$ cat src/rtl/bm_pkg.sv
// Shared types for the block-matching pipeline.
//   COST_W      : width of a Hamming cost
//   coords_t    : pixel coordinates {y, x}
//   wta_state_t : winner-take-all selector state
//   cand_t      : one disparity candidate {cost, idx}
package bm_pkg;

  localparam int COST_W = 8;

  typedef struct packed {
    logic [7:0] y;
    logic [7:0] x;
  } coords_t;

  typedef enum logic {
    IDLE,
    SEARCH
  } wta_state_t;

  typedef struct packed {
    logic [COST_W-1:0] cost;
    logic [7:0]        idx;
  } cand_t;

endpackage

$ cat src/rtl/wta_update.sv
// Combinational best/runner-up update for one disparity candidate.
// Ports:
//   first         : candidate starts a new pixel (re-initialise)
//   best_cost/idx : current winner
//   second        : current runner-up cost (excludes winner's neighbours)
//   cand_cost/idx : incoming candidate
//   nxt_*         : updated winner / runner-up
module wta_update #(
  parameter int DISP_W = 6,
  parameter int COST_W = 8
) (
  input  logic              first,
  input  logic [COST_W-1:0] best_cost,
  input  logic [DISP_W-1:0] best_idx,
  input  logic [COST_W-1:0] second,
  input  logic [COST_W-1:0] cand_cost,
  input  logic [DISP_W-1:0] cand_idx,
  output logic [COST_W-1:0] nxt_best_cost,
  output logic [DISP_W-1:0] nxt_best_idx,
  output logic [COST_W-1:0] nxt_second
);

  localparam logic [DISP_W-1:0] ONE = DISP_W'(1);

  always_comb begin
    nxt_best_cost = best_cost;
    nxt_best_idx  = best_idx;
    nxt_second    = second;
    if (first) begin
      nxt_best_cost = cand_cost;
      nxt_best_idx  = cand_idx;
      nxt_second    = '1;
    end else if (cand_cost < best_cost) begin
      // The displaced winner only becomes runner-up if it is not the
      // immediate neighbour of the new winner.
      if (best_idx != cand_idx - ONE)
        nxt_second = best_cost;
      nxt_best_cost = cand_cost;
      nxt_best_idx  = cand_idx;
    end else if ((cand_idx != best_idx + ONE) && (cand_cost < second)) begin
      nxt_second = cand_cost;
    end
  end

endmodule

$ cat src/rtl/disparity_wta.sv
// Winner-take-all disparity selector. Accepts candidates 0..NUM_DISP-1 of
// one pixel in order and emits best disparity, best cost, non-adjacent
// runner-up cost and a confidence flag one cycle after the last candidate.
// Ports:
//   clk, reset          : clock, synchronous active-high reset
//   sum_i               : candidate cost
//   coords_i            : candidate pixel coords {y, x}
//   blk_index_i         : candidate index (disparity)
//   sum_valid_i         : candidate valid
//   cfg_uniq_margin     : required runner-up minus best margin (latched at idx 0)
//   cfg_max_cost        : maximum accepted best cost (latched at idx 0)
//   disp_o, cost_o      : winning disparity and cost
//   cost2_o             : runner-up cost
//   coords_o            : pixel coords of the result
//   match_ok_o          : margin and max-cost tests passed
//   result_valid_o      : one-cycle result strobe
//   seq_err_o           : sticky sequence error
//
// state  | meaning
// IDLE   | waiting for a valid candidate with index 0
// SEARCH | accumulating candidates of one pixel
module disparity_wta #(
  parameter int NUM_DISP = 64,
  parameter int DISP_W   = $clog2(NUM_DISP),
  parameter int COST_W   = bm_pkg::COST_W
) (
  input  logic              clk,
  input  logic              reset,
  input  logic [COST_W-1:0] sum_i,
  input  logic [15:0]       coords_i,
  input  logic [15:0]       blk_index_i,
  input  logic              sum_valid_i,
  input  logic [COST_W-1:0] cfg_uniq_margin,
  input  logic [COST_W-1:0] cfg_max_cost,
  output logic [DISP_W-1:0] disp_o,
  output logic [COST_W-1:0] cost_o,
  output logic [COST_W-1:0] cost2_o,
  output logic [15:0]       coords_o,
  output logic              match_ok_o,
  output logic              result_valid_o,
  output logic              seq_err_o
);

  import bm_pkg::*;

  localparam logic [15:0] LAST_IDX = 16'(NUM_DISP - 1);

  wta_state_t        state, state_nxt;
  logic [15:0]       exp_idx;
  coords_t           lat_coords;
  logic [COST_W-1:0] lat_margin, lat_max;
  logic [COST_W-1:0] best_cost, second;
  logic [DISP_W-1:0] best_idx;
  logic [COST_W-1:0] upd_best_cost, upd_second;
  logic [DISP_W-1:0] upd_best_idx;
  logic              do_init, do_accept, do_final, set_err;
  logic [COST_W:0]   gap;
  logic              match_ok;

  always_ff @(posedge clk) begin
    if (reset) state <= IDLE;
    else       state <= state_nxt;
  end

  always_comb begin
    state_nxt = state;
    do_init   = 1'b0;
    do_accept = 1'b0;
    set_err   = 1'b0;
    if (sum_valid_i) begin
      case (state)
        IDLE: begin
          if (blk_index_i == 16'd0) begin
            do_init   = 1'b1;
            state_nxt = SEARCH;
          end else begin
            set_err = 1'b1;
          end
        end
        SEARCH: begin
          if ((blk_index_i == exp_idx) && (coords_i == lat_coords)) begin
            do_accept = 1'b1;
            if (blk_index_i == LAST_IDX)
              state_nxt = IDLE;
          end else if (blk_index_i == 16'd0) begin
            // Restart on a fresh index 0; the abandoned pixel yields nothing.
            set_err = 1'b1;
            do_init = 1'b1;
          end else begin
            set_err   = 1'b1;
            state_nxt = IDLE;
          end
        end
        default: state_nxt = IDLE;
      endcase
    end
  end

  assign do_final = do_accept && (blk_index_i == LAST_IDX);

  wta_update #(
    .DISP_W(DISP_W),
    .COST_W(COST_W)
  ) u_update (
    .first        (do_init),
    .best_cost    (best_cost),
    .best_idx     (best_idx),
    .second       (second),
    .cand_cost    (sum_i),
    .cand_idx     (blk_index_i[DISP_W-1:0]),
    .nxt_best_cost(upd_best_cost),
    .nxt_best_idx (upd_best_idx),
    .nxt_second   (upd_second)
  );

  // Evaluated on the post-update values so the last candidate counts.
  assign gap      = {1'b0, upd_second} - {1'b0, upd_best_cost};
  assign match_ok = (gap >= {1'b0, lat_margin}) && (upd_best_cost <= lat_max);

  always_ff @(posedge clk) begin
    if (reset) begin
      exp_idx        <= '0;
      lat_coords     <= '0;
      lat_margin     <= '0;
      lat_max        <= '0;
      best_cost      <= '0;
      best_idx       <= '0;
      second         <= '0;
      disp_o         <= '0;
      cost_o         <= '0;
      cost2_o        <= '0;
      coords_o       <= '0;
      match_ok_o     <= 1'b0;
      result_valid_o <= 1'b0;
      seq_err_o      <= 1'b0;
    end else begin
      result_valid_o <= do_final;
      if (do_init || do_accept) begin
        best_cost <= upd_best_cost;
        best_idx  <= upd_best_idx;
        second    <= upd_second;
      end
      if (do_init) begin
        exp_idx    <= 16'd1;
        lat_coords <= coords_i;
        lat_margin <= cfg_uniq_margin;
        lat_max    <= cfg_max_cost;
      end else if (do_accept) begin
        exp_idx <= exp_idx + 16'd1;
      end
      if (do_final) begin
        disp_o     <= upd_best_idx;
        cost_o     <= upd_best_cost;
        cost2_o    <= upd_second;
        coords_o   <= lat_coords;
        match_ok_o <= match_ok;
      end
      if (set_err)
        seq_err_o <= 1'b1;
    end
  end

endmodule

$ cat config.mk
export PLATFORM = sky130hd
export DESIGN_NAME = disparity_wta
export DESIGN_NICKNAME = d
export VERILOG_FILES = /design/src/rtl/bm_pkg.sv /design/src/rtl/wta_update.sv /design/src/rtl/disparity_wta.sv
export SDC_FILE = /design/constraint.sdc
export NUM_CORES = 1
export LEC_CHECK = 0
export BUFFER_PORTS_ARGS = -buffer_cell sky130_fd_sc_hd__buf_2
export CAP_MARGIN = 20
export CORE_MARGIN = 2
export CORE_UTILIZATION = 60
export DETAILED_ROUTE_END_ITERATION = 8
export PLACE_DENSITY = 0.84
export SLEW_MARGIN = 20
export SYNTH_ARGS = -nofsm -noshare
export SYNTH_HDL_FRONTEND = slang
export SYNTH_SLANG_ARGS = --single-unit
$ cat constraint.sdc
create_clock -name clk -period 7.6 [get_ports clk]
set_clock_uncertainty 0.05 [all_clocks]
set_input_delay 1.14 -clock clk [delete_from_list [all_inputs] [get_ports clk]]
set_output_delay 1.14 -clock clk [all_outputs]
set_load 0.01 [all_outputs]
* Word level (Yosys, flattened, before mapping)
Cells that the tools add are included.
** Storage, ports and cells
- Register bits :: 112
- Input bits :: 59
- Output and inout port bits :: 41
- Logic and storage cells :: 63
** Cells by class
- Add/subtract/negate cells :: 4
- $lt $le $gt $ge :: 4
- Equal/unequal tests :: 5
- Multiplexer cells :: 24
- Bitwise logic cells :: 1
- Reduce and logical (&&, ||, !) cells :: 8
** Operator list (count)
- 2-to-1 mux 8 bit :: 6
- equality test 16 bit :: 2
- adder 16 x 1 -> 16 bit (second input constant) :: 1
- equality test 16 x 6 -> 1 bit (second input constant) :: 1
- zero test 16 bit :: 1
- less-than comparator 8 bit :: 2
- 2-to-1 mux 1 bit :: 13
- 2-to-1 mux 6 bit :: 2
- != test 6 bit :: 2
- >= comparator 9 x 8 -> 1 bit :: 1
- subtractor 8 x 8 -> 9 bit :: 1
- less-or-equal comparator 8 bit :: 1
- adder 6 x 1 -> 6 bit (second input constant) :: 1
- one-hot mux 1 bit (2 select lines) :: 3
- subtractor 6 x 1 -> 6 bit (second input constant) :: 1
- logical AND 1 bit :: 4
- nonzero test 2 bit :: 1
- OR reduction 2 bit :: 1
- logical OR 1 bit :: 1
- NOT 1 bit :: 1

* Depth between registers and ports, before layout
Gate-level depths: netlist of run 1.
- Depth after elaboration :: 9
- Gate-level depth with buffers :: 22

* By module
Synthesis of run 1 repeated with hierarchy kept, for this count alone.
** Unflattened totals
- Cell total of the unflattened synthesis :: 734
- Area, all modules :: 6723.9 sq um
** By module, submodules not included
- disparity_wta :: times used 1, cells each 613, area an instance 5711.7 sq um, sequential area each 2242.2 sq um
- wta_update :: times used 1, cells each 121, area an instance 1012.2 sq um, sequential area each 0.0 sq um

* Worst setup path after synthesis of run 1
Ideal clock, no wire load.
- Kind :: input to register
- Start :: input port sum_i[5]
- End :: register match_ok_o
- Setup time :: 0.130 ns
- Arrival time :: 5.284 ns
- Slack :: 2.136 ns
- Stages on the path :: 20
- Path buffers :: 0
- Cell sequence :: ha_1 -> a2111oi_0 -> nor2b_1 -> o21ai_0 -> and2_0 -> o22ai_1 -> o221ai_1 -> and2_1 -> ha_1 -> fa_1 -> nor2b_1 -> o21ai_0 -> a21oi_1 -> o31a_1 -> a21oi_1 -> ha_1 -> a21o_1 -> a31o_2 -> a221oi_1 -> o32ai_1
** Between the ends
- Longest elaborated chain between the ends :: 8
- Elaborated cells between the ends (all ways) :: 12
** RTL lines
- from (decl) :: line disparity_wta.sv:29 : input logic [COST_W-1:0] sum_i,
- less-than comparator 8 bit :: line wta_update.sv:40 : end else if ((cand_idx != best_idx + ONE) && (cand_cost < second)) begin
- logical AND 1 bit :: line wta_update.sv:40
- 2-to-1 mux 8 bit :: line wta_update.sv:40
- 2-to-1 mux 8 bit :: line wta_update.sv:33 : end else if (cand_cost < best_cost) begin
- 2-to-1 mux 8 bit :: line wta_update.sv:29 : if (first) begin
- subtractor 8 x 8 -> 9 bit :: line disparity_wta.sv:117 : assign gap = {1'b0, upd_second} - {1'b0, upd_best_cost};
- >= comparator 9 x 8 -> 1 bit :: line disparity_wta.sv:118 : assign match_ok = (gap >= {1'b0, lat_margin}) && (upd_best_cost <= lat_max);
- logical AND 1 bit (*) :: line disparity_wta.sv:118
- to (signal assigned) :: line disparity_wta.sv:156 : match_ok_o <= match_ok;
- to (decl) :: line disparity_wta.sv:39 : output logic match_ok_o,
Mark *: on every way between the ends. The rest lies on a longest branch, timed or not.
A chain may end at the register's enable or synchronous reset.

* Worst setup path after layout of run 1
- Start :: input port blk_index_i[2]
- End :: register match_ok_o
** Between the ends
- Longest elaborated chain between the ends :: 9
- Elaborated cells between the ends (all ways) :: 25
** RTL lines
- from (decl) :: line disparity_wta.sv:31 : input logic [15:0] blk_index_i,
- zero test 16 bit or equality test 16 bit (tied branches) :: line disparity_wta.sv:73, disparity_wta.sv:85, disparity_wta.sv:81
- 2-to-1 mux 1 bit or logical AND 1 bit (tied branches) :: line disparity_wta.sv:73, disparity_wta.sv:85, disparity_wta.sv:81
- 2-to-1 mux 1 bit :: line disparity_wta.sv:81 : if ((blk_index_i == exp_idx) && (coords_i == lat_coords)) begin
- one-hot mux 1 bit (2 select lines) (*) :: line disparity_wta.sv:71 : case (state)
- 2-to-1 mux 1 bit (*) :: line disparity_wta.sv:70 : if (sum_valid_i) begin
- 2-to-1 mux 8 bit (*) :: line wta_update.sv:29
- via u_update.nxt_best_cost[0] :: line wta_update.sv:18 : output logic [COST_W-1:0] nxt_best_cost,
- subtractor 8 x 8 -> 9 bit :: line disparity_wta.sv:117
- >= comparator 9 x 8 -> 1 bit :: line disparity_wta.sv:118
- logical AND 1 bit (*) :: line disparity_wta.sv:118
Mark *: on every way through the listed nets, which the timed path passes. The rest lies on a longest branch.

==> out/metrics.cfg, run 1 <==
[synth]
syn_inst=803
yosysTopAreaCell=dfxtp_1
synthFlopType=dfxtp_1
ys_warn_count=0
synth_edf_count=0
synth_most_common_cell=nand2_1
syn_nets=905
mappedNetlistArea_mm2=0.00632
yosys.area.top_type_share_pct=35.5
synth_common_cells=159 x nand2_1, 112 x dfxtp_1, 93 x a21oi_1, 49 x inv_1, 44 x nor2_1
synth_area_leaders=dfxtp_1 35%, nand2_1 9.4%, ha_1 8.3%
ys_ff_latch=112
async_flop_share_pct=0
ys_seq_area_share_pct=35.5
synth_cell_type_count=59
syn_avg_cell_area_um2=7.87

[sta]
fin_tns_setup_ns=0
drv_slew=0
min_period_over_period_pct=85.1
slew_headroom_pct=32.7
grt_setup_unrepaired=no
finalSetupViolCount=0
fmax_mhz=155
tightest_slew_ns=1.01
period_minus_slack_ns=6.47
hold_viol=0

[grt]
grt.overflow.total=0
antenna_found_initial=0
grt_pass1_vias=5820
grt_usage_pct=29.3
grt_max_degree=89
grt_pass1_wl_mm=26.9

[floorplanning]
die_x_um=107
fp.dieH_um=107
row_count=37
coreArea_mm2=0.0103
start_util_pct=61.5
ios=100
dieArea_mm2=0.0114

[final_layout]
stdcell_area_mm2=0.00702
antennaDiodeCount=0
nNetsFinal=976
instances_no_fill=1014
fillers=875
layout-drive-gt1-share_pct=15.6
area_delta_synth_final_pct=11.1

[clock_tree]
cts.repair_timing.setup_buffer_count=0
cts_tree=done
clock_path_buffers=2
cts_root_buf=clkbuf_8
cts_resized=0
cts_max_level=3
clk_pin_slew_worst_paths_ns=0.10
numCtsBuffers=9
clock_latency_ns=0.38
cts.sinks=112
ctsHoldBuffers=0

[setup_path]
cp_num_buf_inv=2
r2r-start=exp_idx[3]$_SDFFE_PP0P_
cp_data_arrival_time_ns=6.68
critical-path-top-delay-family=compound AO/OA/AOI/OAI gates
critPathKind=in -> reg
r2r_cells=19
critPathMaxStageDelay_ns=0.92
critPathLaunch=blk_index_i[2]
slowest_stage=a31o_2
regToRegSetupSlack_ns=1.64
end_kind=flop
cp.depth=20
cp_cell_sequence=buf_2 -> xnor2_1 -> nand4_1 -> nor4_2 -> a31o_2 -> nand2_1 -> mux2i_1 -> inv_1 -> ha_1 -> fa_1 -> nor2b_1 -> o21ai_0 -> a21oi_1 -> o21ai_0 -> a21oi_1 -> ha_1 -> a21o_1 -> a31o_2 -> a221oi_1 -> o32ai_1
rr_endpoint=match_ok_o$_SDFFE_PP0P_
cp-start-kind=input pin
cp_max_fo=48
cp-endpoint=match_ok_o$_SDFFE_PP0P_
worstPathRequired_ns=7.81

[route]
via_per_inst=5.86
dr.pass1.iters=7
drtIter0Drc=439
drcViolationCount=1
wl_per_cell_um=15.9
drt_wl_total_mm=16.1
ant_nets=0
vias=5945

[pwr]
peakVddDrop_v=0.0000997
p_leak_nw=2.78
power.share.combinational_pct=16.7
sw_frac_of_total_pct=28.1
power_mw=1.15
clkPwrFrac_pct=32.4
internal_power_uw=829
power_frac_seq_pct=50.9
power_density_mw_per_mm2=164
power.switching_uw=324

[run_status]
violations=design-rule violations
outcome=complete, but fails checks

[place]
io_buffers=99
dp_cells=998
hpwl_mm=12.0
placed_cell_area_mm2=0.00682
place_congestion=0.974

[job]
max_cap_violations=0

[min_path]
holdCritPathClass=reg -> reg

power by group through the flow:
| stage | Combinational [mW] | Clock, mW | Sequential (mW) |
|---|---|---|---|
| floorplan | 0.130 | 0 | 0.601 |
| global placement | 0.176 | 0 | 0.601 |
| detailed placement | 0.186 | 0 | 0.601 |
| CTS | 0.190 | 0.376 | 0.587 |
| global route | 0.214 | 0.397 | 0.587 |
| finish | 0.193 | 0.374 | 0.587 |
kinds of logic after synthesis:
family | Yosys count | share of synthesized area (%)
and+or+nand+nor | 321 | 24.6
AOI/OAI and AO/OA | 171 | 16.3
DFF | 112 | 35.5
buffers and inverters | 92 | 6.13
xor gates and xnor gates | 63 | 8.73
adders and majority gates | 43 | 8.63
muxes | 1 | 0.158
metal layers:
layer	wire length (µm)	track usage, %	part of all wire [%]	vias up
li1	-	-	-	2899
met1	6670	35.9	41	2749
met2	7850	50.0	49	252
met3	1100	5.59	6.8	45
met4	505	12.7	3.1	0
met5	0	0	0	-
cell type report:
cell class	count	area (µm²)	share of cell area, %
multi-input cells	599	3700	52.7
well taps	136	170	2.42
clock inverters	5	63.8	0.908
flip-flops and latches	112	2240	31.9
inverters	49	184	2.62
repair buffers	103	526	7.48
clock buffers	10	138	1.96
state kept, by name (all words and copies together), names as in the netlist, 8 cells and up:
name        count
best_cost       8
coords_o       16
cost2_o         8
cost_o          8
exp_idx        16
lat_coords     16
lat_margin      8
lat_max         8
second          8
layout by cell type (no fill, tap or decap), types with 18 or more instances in the layout:
cell type,netlist,routed
ha_1,42,42
nand3_1,21,21
inv_1,49,49
nor2_1,44,44
a21oi_1,93,93
nor3_1,19,19
nand2_1,159,159
nand4_1,18,18
xnor2_1,32,32
xor2_1,31,31
dfxtp_1,112,112
a211oi_1,20,20
o21ai_0,19,19
buf_2,19,99
worst min-delay path by stage:
stage | startpoint | end | slack [ns] | cells past startpoint
after floorplan | best_cost[1]$_SDFFE_PP0P_ | best_cost[1]$_SDFFE_PP0P_ | 0.38 | 2
after global placement | seq_err_o$_SDFFE_PP0P_ | seq_err_o$_SDFFE_PP0P_ | 0.38 | 2
after detailed placement | coords_o[0]$_SDFFE_PP0P_ | coords_o[0]$_SDFFE_PP0P_ | 0.39 | 2
after CTS | lat_max[4]$_SDFFE_PP0P_ | lat_max[4]$_SDFFE_PP0P_ | 0.41 | 2
after global routing | coords_o[0]$_SDFFE_PP0P_ | coords_o[0]$_SDFFE_PP0P_ | 0.42 | 2
final | coords_o[0]$_SDFFE_PP0P_ | coords_o[0]$_SDFFE_PP0P_ | 0.40 | 2
worst reg2reg max path, delay by kind of cell (launching register included):
family	cells	cell delay, ns
AOI/OAI and AO/OA	9	2.41
xor gates and xnor gates	1	0.17
adders and majority gates	3	0.91
buffers and inverters	1	0.08
DFF	1	0.51
muxes	1	0.38
and+or+nand+nor	4	1.32
through the flow:
stage | hold slack [ns] | worst slack (ns) | utilization, %
final | 0.403 | 1.13 | 68.3
after floorplan | 0.382 | 2.14 | -
after global placement | 0.385 | 1.24 | 66.3
after global routing | 0.422 | 0.793 | 68.3
after CTS | 0.406 | 1.23 | 68.3
after detailed placement | 0.392 | 0.889 | 66.3
Power figures use the tool's default switching activity.
==> run 2, diff against run 1 <==
- PLACE_DENSITY: 0.84 -> 0.83
- SYNTH_HIERARCHICAL: not set -> 1
==> run 2 against run 1 <==
Effect of this change: the flow now finishes without violations; global-route usage down 1.4 points; sequential power about the same; register-to-register slack better by 0.59 ns; fmax up 9.4%; clock power about the same; first-iteration DRC count down 34%; critical path depth up 2; core utilization up 0.45 points.
==> out/metrics.cfg, run 2 <==
[setup_path]
critPathLaunch=blk_index_i[11]
end_kind=flop
r2r_cells=19
rr_endpoint=match_ok_o$_SDFFE_PP0P_
regToRegSetupSlack_ns=2.23
r2r-start=exp_idx[4]$_SDFFE_PP0P_
worstPathRequired_ns=7.82
cp_max_fo=35
cp-start-kind=input pin
critPathKind=in -> reg
cp_data_arrival_time_ns=6.13

[final_layout]
reg.largest.list=coords_o: 16 flops, exp_idx: 16 flops, lat_coords: 16 flops
antennaDiodeCount=0
area_delta_synth_final_pct=11.4
final_util_pct=68.8
layout_common_cells=112 x dfxtp_1, 98 x buf_2, 82 x nand2b_1, 78 x mux2i_1, 56 x o21ai_0
final_common_cell=dfxtp_1
fillers=870
nNetsFinal=913
layout-drive-gt1-share_pct=18.2

[job]
max_cap_violations=0

[grt]
grt_pass1_wl_mm=26.5
grt_pass1_vias=5459
grt_max_degree=120
antenna_found_initial=0
grt_usage_pct=27.9
grt.overflow.total=0

[synth]
async_flop_share_pct=0
syn_nets=835
synth_common_cells=112 x dfxtp_1, 82 x nand2b_1, 78 x mux2i_1, 56 x o21ai_0, 47 x inv_1
synth_cell_type_count=56
synth_most_common_cell=dfxtp_1
synthFlopType=dfxtp_1
syn_avg_cell_area_um2=9.16
ys_ff_latch=112
mappedNetlistArea_mm2=0.00672
yosys.area.top_type_share_pct=33.3
synth_edf_count=0
ys_warn_count=6
synth_area_leaders=dfxtp_1 33%, mux2i_1 12%, ha_1 7.6%
ys_seq_area_share_pct=33.3
yosysTopAreaCell=dfxtp_1
syn_inst=734

[route]
via_per_inst=5.99
vias=5730
drtIter0Drc=289
dr.pass1.iters=6
wl_per_cell_um=17.0
drcViolationCount=0
drt_wl_total_mm=16.3
ant_nets=0

[clock_tree]
clock_path_buffers=2
cts_max_level=3
clock_latency_ns=0.39
numCtsBuffers=9
cts.sinks=112
clk_pin_slew_worst_paths_ns=0.11
ctsHoldBuffers=0
cts_tree=done
cts_resized=0
cts_root_buf=clkbuf_8
cts.repair_timing.setup_buffer_count=0

[sta]
fmax_mhz=169
slew_headroom_pct=22.2
period_minus_slack_ns=5.91
hold_viol=0
finalSetupViolCount=0
min_period_over_period_pct=77.8
drv_slew=0
fin_tns_setup_ns=0
fin_hold_ws_ns=0.430
grt_setup_unrepaired=no
tightest_slew_ns=1.16

[pwr]
peakVddDrop_v=0.000135
p_leak_nw=2.87
power_density_mw_per_mm2=152

[min_path]
min_from=cost2_o[6]$_SDFFE_PP0P_
hold_end=cost2_o[6]$_SDFFE_PP0P_
hold_depth=2
holdCritPathClass=reg -> reg

[place]
hpwl_mm=11.9
place_congestion=0.990
io_buffers=99

[run_status]
outcome=completed

[floorplanning]
row_count=38
coreArea_mm2=0.0109
fp.dieH_um=110
die_x_um=110
start_util_pct=61.8
ios=100
dieArea_mm2=0.0121

run 2: changes by cell type after synthesis, moves of 10 or more:
cell / previous run / this run
mux2_2: 0 / 15
nand2b_1: 4 / 82
mux2i_1: 1 / 78
nand3b_1: 0 / 17
nand3_1: 21 / 4
buf_2: 19 / 6
o21ai_0: 19 / 56
nand4b_1: 2 / 22
a21oi_1: 93 / 14
a211oi_1: 20 / 10
xor2_1: 31 / 6
nand2_1: 159 / 13
run 2: worst max-delay path by stage:
stage / slack, ns / end / cells after the start
finish: 1.69 / match_ok_o$_SDFFE_PP0P_ / 22
floorplan: 1.84 / match_ok_o$_SDFFE_PP0P_ / 21
CTS: 1.75 / match_ok_o$_SDFFE_PP0P_ / 23
global placement: 1.51 / match_ok_o$_SDFFE_PP0P_ / 23
detailed placement: 1.33 / match_ok_o$_SDFFE_PP0P_ / 22
global route: 1.33 / match_ok_o$_SDFFE_PP0P_ / 21
run 2: cell type report:
type | instances | area, µm² | share of cell area (%)
multi-input combinational | 537 | 4150 | 55.4
clock buffer | 10 | 138 | 1.84
clock inverter | 6 | 68.8 | 0.919
inverter | 47 | 176 | 2.36
tap | 140 | 175 | 2.34
timing repair buffer | 105 | 543 | 7.25
sequential | 112 | 2240 | 29.9
run 2: critical path, stage by stage:
cell and delay [ns]:
buf_2 0.11, or4_4 0.54, nor4_4 0.31, nand4_2 0.13, buf_4 0.24, a31oi_4 0.16, buf_4 0.34, nor2_1 0.09
buf_4 0.23, a22oi_1 0.39, ha_1 0.31, nor2b_1 0.12, o21ai_0 0.23, a21boi_0 0.15, o21ai_0 0.21, nor2b_1 0.19
xnor2_1 0.14, ha_1 0.25, o211a_1 0.12, a2111oi_0 0.42, a311o_1 0.23, mux2i_1 0.07
run 2: power breakdown:
part,switching (mW),internal (mW)
logic,0.100,0.0831
registers,0.000236,0.587
clock network,0.232,0.139
total,0.332,0.809
run 2: through the flow:
step,setup slack (ns),cells,area (µm²),power [mW]
3_3_place_gp,1.51,941,7280,0.773
4_1_cts,1.75,957,7490,1.14
3_5_place_dp,1.33,941,7280,0.780
5_1_grt,1.33,957,7490,1.19
6_report,1.69,957,7490,1.14
2_1_floorplan,1.84,734,6720,0.722
run 2: logic make-up after synthesis:
family,synth area share [%]
muxes,14.1
and+or+nand+nor,22.5
adders and majority gates,7.93
DFF,33.3
AOI/OAI and AO/OA,10.9
buffers and inverters,5.30
xor gates and xnor gates,5.86
run 2: layer usage:
metal	vias up	part of all wire, %	track usage, %
li1	2759	-	-
met4	0	1.8	9.49
met2	217	46	44.2
met3	24	6.6	5.22
met1	2730	45	38.0
met5	-	0	0
==> run 3, diff against run 2 <==
- CORE_UTILIZATION: 60 -> 52
- PLACE_DENSITY: 0.83 -> 0.77
- clock period: 7.6 -> 5.32 ns (I/O delays scaled with it)
==> run 3 against run 2 <==
Effect of this change: setup slack worse by 1.4 ns; final cell count increased by 4.3%; sequential power increased by 43%; sequential share of layout area is 0.83 points lower; clock power is 94% higher; cell area is 2.9% higher; register-to-register slack worse by 1.8 ns; wire length up 3.2%; flip-flop and latch count is the same; worst hold slack got worse by 0.0089 ns; first-iteration DRC count increased by 39%; critical endpoint unchanged; largest cell class unchanged; largest power group unchanged.
==> out/metrics.cfg, run 3 (same netlist as run 2, synthesis figures left out) <==
[floorplanning]
dieArea_mm2=0.0139
start_util_pct=53.3
die_x_um=118
ios=100
fp.dieH_um=118
row_count=41
coreArea_mm2=0.0126

[final_layout]
antennaDiodeCount=0
final_common_cell=dfxtp_1
area_delta_synth_final_pct=14.6
instances_no_fill=998
register_area_mm2=0.00224
multi_input_area_mm2=0.00415
nNetsFinal=922
fillers=1096
layout_common_cells=112 x dfxtp_1, 98 x buf_2, 82 x nand2b_1, 78 x mux2i_1, 56 x o21ai_0
reg.largest.list=coords_o: 16 flops, exp_idx: 16 flops, lat_coords: 16 flops
layout-drive-gt1-share_pct=19.0

[grt]
grt_usage_pct=24.3
grt_max_degree=88
grt_pass1_wl_mm=27.5
antenna_found_initial=0
grt_pass1_vias=5656
grt.overflow.total=0

[min_path]
holdCritPathClass=reg -> reg
hold_end=cost_o[3]$_SDFFE_PP0P_
min_from=cost_o[3]$_SDFFE_PP0P_
hold_depth=2

[run_status]
outcome=completed

[sta]
fmax_mhz=198
grt_setup_unrepaired=no
hold_viol=0
period_minus_slack_ns=5.06
finalSetupViolCount=0
min_period_over_period_pct=95.1
tightest_slew_ns=0.867
drv_slew=0
slew_headroom_pct=42.2

[pwr]
peakVddDrop_v=0.000151
power_mw=1.82
power_density_mw_per_mm2=237
p_leak_nw=2.97

[setup_path]
end_kind=flop
regToRegSetupSlack_ns=0.44
critical-path-top-delay-family=compound AO/OA/AOI/OAI gates
cp_cell_sequence=buf_2 -> xnor2_1 -> nand4_1 -> nor4_1 -> buf_4 -> a31oi_4 -> nor2_1 -> buf_4 -> mux2_2 -> ha_1 -> fa_1 -> nor2b_1 -> o31a_1 -> nor3_1 -> nor2_1 -> a21oi_1 -> ha_1 -> o211a_1 -> a2111oi_0 -> a311o_1 -> mux2i_1
critPathMaxStageDelay_ns=0.40
r2r_cells=20
cp_num_buf_inv=3
r2r-start=exp_idx[9]$_SDFFE_PP0P_
cp_max_fo=8
cp-start-kind=input pin
critPathKind=in -> reg
slowest_stage=fa_1
cp_data_arrival_time_ns=5.25
rr_endpoint=match_ok_o$_SDFFE_PP0P_
worstPathRequired_ns=5.51

[clock_tree]
cts_max_level=3
cts_resized=0
clock_path_buffers=2
cts.sinks=112
numCtsBuffers=9
ctsHoldBuffers=0
clock_latency_ns=0.36
cts_tree=done
cts_root_buf=clkbuf_16
cts.repair_timing.setup_buffer_count=0
clk_pin_slew_worst_paths_ns=0.08

[route]
wl_per_cell_um=16.8
drt_wl_total_mm=16.8
drtIter0Drc=403
vias=5758
via_per_inst=5.77
drcViolationCount=0
ant_nets=0
dr.pass1.iters=5

[place]
hpwl_mm=12.2
io_buffers=99
dp_cells=982
place_congestion=0.934

[job]
max_cap_violations=0

-- run 3: cell types whose count changed in the layout (fill, tap and decap cells not counted) --
| cell | change |
|---|---|
| clkbuf_8 | -10 |
| buf_4 | +9 |
| clkbuf_16 | +9 |
| bufinv_16 | +1 |
| clkbuf_1 | +1 |
| clkinv_8 | -1 |
| clkinvlp_4 | -1 |
| inv_6 | +1 |
-- run 3: worst min-delay path, delay by kind of cell (launching register included) --
kind	cells	cell delay [ns]
and+or+nand+nor	1	0.06
muxes	1	0.05
DFF	1	0.31
-- run 3: layout make-up --
type / count / share of cell area (%)
multi-input combinational: 537 / 53.8
tap: 172 / 2.79
clock buffer: 10 / 2.97
sequential: 112 / 29.1
timing repair buffer: 114 / 7.92
inverter: 47 / 2.29
clock inverter: 6 / 1.09
-- run 3: layer usage --
layer	GRT usage (%)	up-vias	part of all wire, %
met5	0	-	0
met4	9.26	0	2.1
met3	5.57	32	5.4
met2	38.9	186	46
met1	31.8	2762	46
li1	-	2778	-
-- run 3: stage by stage --
stage	cell area, µm²	TNS [ns]	utilization [%]	worst slack [ns]	hold WS, ns
floorplan	6730	0	-	0.00541	0.405
global placement	7390	0	58.6	0.117	0.406
detailed placement	7390	-0.00652	58.6	-0.00652	0.408
CTS	7700	0	61.1	0.283	0.425
global route	7700	0	61.1	0.00995	0.438
finish	7700	0	61.1	0.259	0.421
-- run 3: worst max path at each step --
| stage | from | endpoint | slack (ns) | depth (start not counted) |
|---|---|---|---|---|
| CTS | blk_index_i[11] | match_ok_o$_SDFFE_PP0P_ | 0.28 | 20 |
| global route | blk_index_i[2] | match_ok_o$_SDFFE_PP0P_ | 0.01 | 21 |
| finish | blk_index_i[2] | match_ok_o$_SDFFE_PP0P_ | 0.26 | 21 |
| global placement | blk_index_i[9] | match_ok_o$_SDFFE_PP0P_ | 0.12 | 21 |
| detailed placement | blk_index_i[11] | match_ok_o$_SDFFE_PP0P_ | -0.007 | 20 |
| floorplan | blk_index_i[11] | match_ok_o$_SDFFE_PP0P_ | 0.005 | 21 |
-- run 3: power breakdown --
group / internal (mW) / leakage (nW) / switching (mW)
sequential: 0.838 / 0.902 / 0.000325
clock: 0.379 / 0.153 / 0.341
combinational: 0.122 / 1.91 / 0.145
total: 1.34 / 2.97 / 0.487
